[src/rtl/video_pkg.sv]
// rtl/video_pkg.sv - shared timing sets and helpers for the video timing generator
package video_pkg;

  // 800x600@60, 40 MHz pixel clock
  localparam int unsigned SVGA_H_ACTIVE = 800;
  localparam int unsigned SVGA_H_FRONT  = 40;
  localparam int unsigned SVGA_H_SYNC   = 128;
  localparam int unsigned SVGA_H_BACK   = 88;
  localparam int unsigned SVGA_V_ACTIVE = 600;
  localparam int unsigned SVGA_V_FRONT  = 1;
  localparam int unsigned SVGA_V_SYNC   = 4;
  localparam int unsigned SVGA_V_BACK   = 23;
  localparam bit          SVGA_HS_POL   = 1'b1;
  localparam bit          SVGA_VS_POL   = 1'b1;

  // 640x480@60, 25.175 MHz pixel clock, negative syncs
  localparam int unsigned VGA_H_ACTIVE  = 640;
  localparam int unsigned VGA_H_FRONT   = 16;
  localparam int unsigned VGA_H_SYNC    = 96;
  localparam int unsigned VGA_H_BACK    = 48;
  localparam int unsigned VGA_V_ACTIVE  = 480;
  localparam int unsigned VGA_V_FRONT   = 10;
  localparam int unsigned VGA_V_SYNC    = 2;
  localparam int unsigned VGA_V_BACK    = 33;
  localparam bit          VGA_HS_POL    = 1'b0;
  localparam bit          VGA_VS_POL    = 1'b0;

  function automatic int unsigned axis_total(int unsigned active, int unsigned front,
                                             int unsigned sync, int unsigned back);
    return active + front + sync + back;
  endfunction

endpackage

[src/rtl/video_timing_axis.sv]
// rtl/video_timing_axis.sv - one timing axis: wrapping counter with sync/active decode
module video_timing_axis
  import video_pkg::*;
#(
  parameter int          W      = 11,
  parameter int unsigned ACTIVE = 800,
  parameter int unsigned FRONT  = 40,
  parameter int unsigned SYNC   = 128,
  parameter int unsigned BACK   = 88
) (
  input  logic         clk,
  input  logic         rst_n,
  input  logic         step,
  output logic [W-1:0] cnt,
  output logic         wrap,
  output logic         sync_act,
  output logic         active
);

  localparam int unsigned TOTAL   = axis_total(ACTIVE, FRONT, SYNC, BACK);
  localparam int unsigned SYNC_LO = ACTIVE + FRONT;
  localparam int unsigned SYNC_HI = ACTIVE + FRONT + SYNC;

  if (ACTIVE == 0 || FRONT == 0 || SYNC == 0 || BACK == 0) begin : g_zero_len
    $error("video_timing_axis: every timing segment must be non-zero");
  end
  if (64'(TOTAL) > (64'd1 << W)) begin : g_too_wide
    $error("video_timing_axis: axis total does not fit the coordinate width");
  end

  logic [W-1:0] cnt_q, cnt_d;
  logic [31:0]  cnt_w;

  // Decodes compare at 32 bits so no parameter is ever truncated to W.
  assign cnt_w    = 32'(cnt_q);
  assign cnt      = cnt_q;
  assign wrap     = (cnt_w == TOTAL - 1);
  assign sync_act = (cnt_w >= SYNC_LO) && (cnt_w < SYNC_HI);
  assign active   = (cnt_w < ACTIVE);

  // Next count: hold unless stepped, return to zero after the last position
  always_comb begin
    cnt_d = cnt_q;
    if (step) begin
      cnt_d = wrap ? '0 : cnt_q + 1'b1;
    end
  end

  // Counter register
  always_ff @(posedge clk or negedge rst_n) begin
    if (!rst_n) begin
      cnt_q <= '0;
    end else begin
      cnt_q <= cnt_d;
    end
  end

endmodule

[src/rtl/video_timing.sv]
// rtl/video_timing.sv - raster timing generator with registered, aligned outputs
module video_timing
  import video_pkg::*;
#(
  parameter int unsigned H_ACTIVE = SVGA_H_ACTIVE,
  parameter int unsigned H_FRONT  = SVGA_H_FRONT,
  parameter int unsigned H_SYNC   = SVGA_H_SYNC,
  parameter int unsigned H_BACK   = SVGA_H_BACK,
  parameter int unsigned V_ACTIVE = SVGA_V_ACTIVE,
  parameter int unsigned V_FRONT  = SVGA_V_FRONT,
  parameter int unsigned V_SYNC   = SVGA_V_SYNC,
  parameter int unsigned V_BACK   = SVGA_V_BACK,
  parameter bit          HS_POL   = SVGA_HS_POL,
  parameter bit          VS_POL   = SVGA_VS_POL,
  parameter int          X_W      = 11,
  parameter int          Y_W      = 10
) (
  input  logic           PIXEL_CLOCK,
  input  logic           RESET_N,
  input  logic           CLK_EN,
  output logic [X_W-1:0] SCREEN_X,
  output logic [Y_W-1:0] SCREEN_Y,
  output logic           Hs,
  output logic           Vs,
  output logic           ON_SCREEN,
  output logic           LINE_START,
  output logic           FRAME_START,
  output logic           VBLANK
);

  logic [X_W-1:0] h_cnt;
  logic [Y_W-1:0] v_cnt;
  logic           h_wrap, h_sync, h_act;
  logic           v_wrap_unused, v_sync, v_act;

  video_timing_axis #(
    .W(X_W), .ACTIVE(H_ACTIVE), .FRONT(H_FRONT), .SYNC(H_SYNC), .BACK(H_BACK)
  ) u_h_axis (
    .clk(PIXEL_CLOCK), .rst_n(RESET_N), .step(CLK_EN),
    .cnt(h_cnt), .wrap(h_wrap), .sync_act(h_sync), .active(h_act)
  );

  // The line counter only moves on the pixel that closes a line.
  video_timing_axis #(
    .W(Y_W), .ACTIVE(V_ACTIVE), .FRONT(V_FRONT), .SYNC(V_SYNC), .BACK(V_BACK)
  ) u_v_axis (
    .clk(PIXEL_CLOCK), .rst_n(RESET_N), .step(CLK_EN & h_wrap),
    .cnt(v_cnt), .wrap(v_wrap_unused), .sync_act(v_sync), .active(v_act)
  );

  logic [X_W-1:0] screen_x_q, screen_x_d;
  logic [Y_W-1:0] screen_y_q, screen_y_d;
  logic hs_q, hs_d, vs_q, vs_d;
  logic on_screen_q, on_screen_d;
  logic line_start_q, line_start_d;
  logic frame_start_q, frame_start_d;
  logic vblank_q, vblank_d;

  // Decode the current counters into next outputs; everything holds while disabled
  always_comb begin
    screen_x_d    = screen_x_q;
    screen_y_d    = screen_y_q;
    hs_d          = hs_q;
    vs_d          = vs_q;
    on_screen_d   = on_screen_q;
    line_start_d  = line_start_q;
    frame_start_d = frame_start_q;
    vblank_d      = vblank_q;
    if (CLK_EN) begin
      screen_x_d    = h_cnt;
      screen_y_d    = v_cnt;
      hs_d          = h_sync ? HS_POL : ~HS_POL;
      vs_d          = v_sync ? VS_POL : ~VS_POL;
      on_screen_d   = h_act & v_act;
      line_start_d  = (h_cnt == '0);
      frame_start_d = (h_cnt == '0) && (v_cnt == '0);
      vblank_d      = ~v_act;
    end
  end

  // Output registers; reset drives syncs to their idle level
  always_ff @(posedge PIXEL_CLOCK or negedge RESET_N) begin
    if (!RESET_N) begin
      screen_x_q    <= '0;
      screen_y_q    <= '0;
      hs_q          <= ~HS_POL;
      vs_q          <= ~VS_POL;
      on_screen_q   <= 1'b0;
      line_start_q  <= 1'b0;
      frame_start_q <= 1'b0;
      vblank_q      <= 1'b0;
    end else begin
      screen_x_q    <= screen_x_d;
      screen_y_q    <= screen_y_d;
      hs_q          <= hs_d;
      vs_q          <= vs_d;
      on_screen_q   <= on_screen_d;
      line_start_q  <= line_start_d;
      frame_start_q <= frame_start_d;
      vblank_q      <= vblank_d;
    end
  end

  assign SCREEN_X    = screen_x_q;
  assign SCREEN_Y    = screen_y_q;
  assign Hs          = hs_q;
  assign Vs          = vs_q;
  assign ON_SCREEN   = on_screen_q;
  assign LINE_START  = line_start_q;
  assign FRAME_START = frame_start_q;
  assign VBLANK      = vblank_q;

endmodule

[config.mk]
export PLATFORM = sky130hd
export DESIGN_NAME = video_timing
export DESIGN_NICKNAME = d
export VERILOG_FILES = /design/src/rtl/video_pkg.sv /design/src/rtl/video_timing_axis.sv /design/src/rtl/video_timing.sv
export SDC_FILE = /design/constraint.sdc
export NUM_CORES = 1
export LEC_CHECK = 0
export ABC_AREA = 1
export CORE_MARGIN = 3
export CORE_UTILIZATION = 25
export DETAILED_ROUTE_END_ITERATION = 8
export SYNTH_ARGS = -nofsm -noshare
export SYNTH_HDL_FRONTEND = slang
export SYNTH_SLANG_ARGS = --single-unit
[constraint.sdc]
create_clock -name PIXEL_CLOCK -period 1.2 [get_ports PIXEL_CLOCK]
set_input_delay 0.24 -clock PIXEL_CLOCK [delete_from_list [all_inputs] [get_ports PIXEL_CLOCK]]
set_output_delay 0.24 -clock PIXEL_CLOCK [all_outputs]
set_load 0.005 [all_outputs]
==> results.sh <==
export IMPL_drtIter0Drc=108
export IMPL_setup_viol=18
export IMPL_synthCells=290
export IMPL_status="finished, violations left"
export IMPL_grt_antenna_before_repair=0
export IMPL_max_cap_viol_count=0
export IMPL_hold_class="primary input to async pin"
export IMPL_yosysSeqAreaShare=0.502
export IMPL_whs_ns=0.436
export IMPL_power_density_nw_per_um2=1250
export IMPL_path_common_cell="nor2_4"
export IMPL_dieHeight_um=104
export IMPL_routedWlPerCell_um=11.6
export IMPL_tightest_slew_ns=0.351
export IMPL_static_leakage_power_nw=1.75
export IMPL_yosysUniqueCellTypes=24
export IMPL_drc=0
export IMPL_yosysTopAreaCell="dfrtp_1"
export IMPL_critPathTopFamily="simple AND/OR/NAND/NOR gates"
export IMPL_wl_met1_um=2760
export IMPL_place_gp_congestion=0.909
export IMPL_crit_chain="ha_4, nand2_4, nor2_4, nand3_4, nor2_4, nand3_1, nand2_1"
export IMPL_ff2ff_setup_slack_ns=-0.12
export IMPL_clk_latency_ns=0.31
export IMPL_cp_slowest_cell="dfrtp_1"
export IMPL_vias_per_cell=4.24
export IMPL_track_usage=0.110
export IMPL_top_layer_used="met4"
export IMPL_critPathLaunch="u_h_axis.cnt[0]$_DFFE_PN0P_"
export IMPL_num_rows=35
export IMPL_max_slew_margin=0.766
export IMPL_io_buffers=29
export IMPL_cp_data_arrival_time_ns=1.57
export IMPL_dp_hpwl_um=4290
export IMPL_syn_area_um2=2390
export IMPL_num_antenna_cells=0
export IMPL_drive_gt1_frac=0.324
export IMPL_synth_seq_cells=48
export IMPL_fin_worst_skew_ns=0.00854
export IMPL_r2r_start="u_h_axis.cnt[0]$_DFFE_PN0P_"
export IMPL_peakVddDrop_mv=0.582
export IMPL_syn_num_nets=298
export IMPL_grt_max_degree=49
export IMPL_finalNetCount=387
export IMPL_overflow=0
export IMPL_max_freq_mhz=756
export IMPL_placed_area_um2=3220
export IMPL_yosysWarnings=0
export IMPL_area_growth_pct=49.8
export IMPL_path_clk_slew_ns=0.10
export IMPL_slowest_delay_ns=0.40
export IMPL_crit_fanout=8
export IMPL_finalWorstSetupSlack_ns=-0.123
export IMPL_clock_sinks=48
export IMPL_path_buf_inv=0
export IMPL_ctsRootBufferMaster="clkbuf_8"
export IMPL_netlist_area_leader_share=0.502
export IMPL_timing_final_crit_share=1.10
export IMPL_final_area_um2=3590
export IMPL_via_count=2156
export IMPL_drt_pre_antenna_iters=4
export IMPL_cts_tree="yes"
export IMPL_critPathKind="flip-flop to flip-flop"
export IMPL_die_w_um=104
export IMPL_dr_wl_met2_um=2930
export IMPL_min_period_ns=1.32
export IMPL_synth_area_leaders="dfrtp_1 50%, nand2_1 14%, o21ai_0 5.0%, inv_1 4.9%, xor2_1 3.7%"
export IMPL_routed_wl_um=5910
export IMPL_coreArea_um2=9280
export IMPL_layout_commonest_cell="nand2_1"
export IMPL_htreeDepth=2
export IMPL_met3_length_um=109
export IMPL_initial_core_util=0.258
export IMPL_grt_pass1_wl_um=10100
export IMPL_pin_count=30
export IMPL_startpoint_type="flip-flop"
export IMPL_violations="negative setup slack"
export IMPL_worst_r2r_endpoint="u_v_axis.cnt[6]$_DFFE_PN0P_"
export IMPL_end_kind="flip-flop"
export IMPL_rsz0062_at_grt="yes"
export IMPL_die_area_um2=10800
export IMPL_cts_buffer_depth=2
export IMPL_detail_route_antenna_nets=0
export IMPL_syn_avg_cell_area_um2=8.25
export IMPL_cp_required_ns=1.45
export IMPL_cts_made_buffers=5
export IMPL_reg2reg_depth=7
export IMPL_report_final_hold_viol_count=0
export IMPL_report_final_slew_viol_count=0
export IMPL_final_cell_mix="81 x nand2_1, 56 x buf_4, 45 x dfrtp_1"
export IMPL_grt_pass1_vias=2182
[per-layer routing]
metal,up-vias,track usage
met5,-,0
met4,0,0.0399
met3,10,0.0106
met2,29,0.188
met1,1022,0.144
li1,1095,-
[flip-flops by register name, summed over array words and instances (netlist names)]
| register | flops |
|---|---|
| LINE_START | 1 |
| Hs | 1 |
| u_h_axis.cnt | 11 |
| SCREEN_Y | 10 |
| VBLANK | 1 |
| Vs | 1 |
| FRAME_START | 1 |
| u_v_axis.cnt | 10 |
| SCREEN_X | 11 |
| ON_SCREEN | 1 |
[final cells by class]
type,count,area [um2]
clock buffers,5,68.8
clock inverters,3,42.5
fillers,933,5700
inverters,34,133
multi-input cells,199,1180
flip-flops and latches,48,1200
well taps,129,161
repair buffers,91,792
[how the worst max path moves through the flow]
stage,to,slack (ns),cells after the start
4_1_cts,u_v_axis.cnt[6]$_DFFE_PN0P_,-0.14,7
6_report,u_v_axis.cnt[6]$_DFFE_PN0P_,-0.12,7
5_1_grt,u_v_axis.cnt[3]$_DFFE_PN0P_,-0.20,7
2_1_floorplan,u_v_axis.cnt[5]$_DFFE_PN0P_,-0.04,6
3_5_place_dp,u_h_axis.cnt[7]$_DFFE_PN0P_,-0.49,6
3_3_place_gp,u_h_axis.cnt[7]$_DFFE_PN0P_,-0.46,6
[logic make-up after synthesis]
| family | count (synthesis) | share of synthesized area |
|---|---|---|
| AND/OR/NAND/NOR | 152 | 0.291 |
| flip-flops | 48 | 0.502 |
| buffers and inverters | 43 | 0.0758 |
| AO/OA/AOI/OAI | 32 | 0.0685 |
| XOR/XNOR | 10 | 0.0366 |
| adder cells (fa/ha/maj) | 5 | 0.0261 |
[report_power, final]
group / switching (mW) / internal, mW
sequential: 0.182 / 1.81
combinational: 0.665 / 0.658
clock: 0.567 / 0.617
total: 1.41 / 3.08
[cells in the mapped netlist, drive strengths merged]
library cell	count
clkbuf	2
nand4	8
a21oi	2
nand2	92
buf	7
o21ai	29
ha	5
nor3	5
xor2	10
dfrtp	48
nor2	28
nand3	19
inv	34
o221ai	1
[tightest hold or removal path: stages]
cell           delay [ns]
dlygate4sd3_1        0.51
buf_2                0.12
buf_12               0.26
[metrics by stage]
step | utilization | worst slack [ns] | total power [mW] | setup TNS [ns] | std cells
global placement | 0.347 | -0.458 | 3.08 | -16.18 | 489
finish | 0.386 | -0.123 | 4.50 | -1.30 | 509
global route | 0.386 | -0.199 | 4.77 | -2.85 | 509
floorplan | - | -0.0398 | 2.51 | -0.224 | 290
CTS | 0.372 | -0.143 | 4.36 | -1.72 | 505
detailed placement | 0.347 | -0.490 | 3.10 | -17.78 | 489
[repair_timing]
action	in CTS	in global routing
pin swaps	13	13
resized for setup	68	42
endpoints found under the setup margin	67	36
hold buffers	1	0
endpoints found under the hold margin	48	0
setup buffers	7	4
Power figures use the tool's default switching activity.
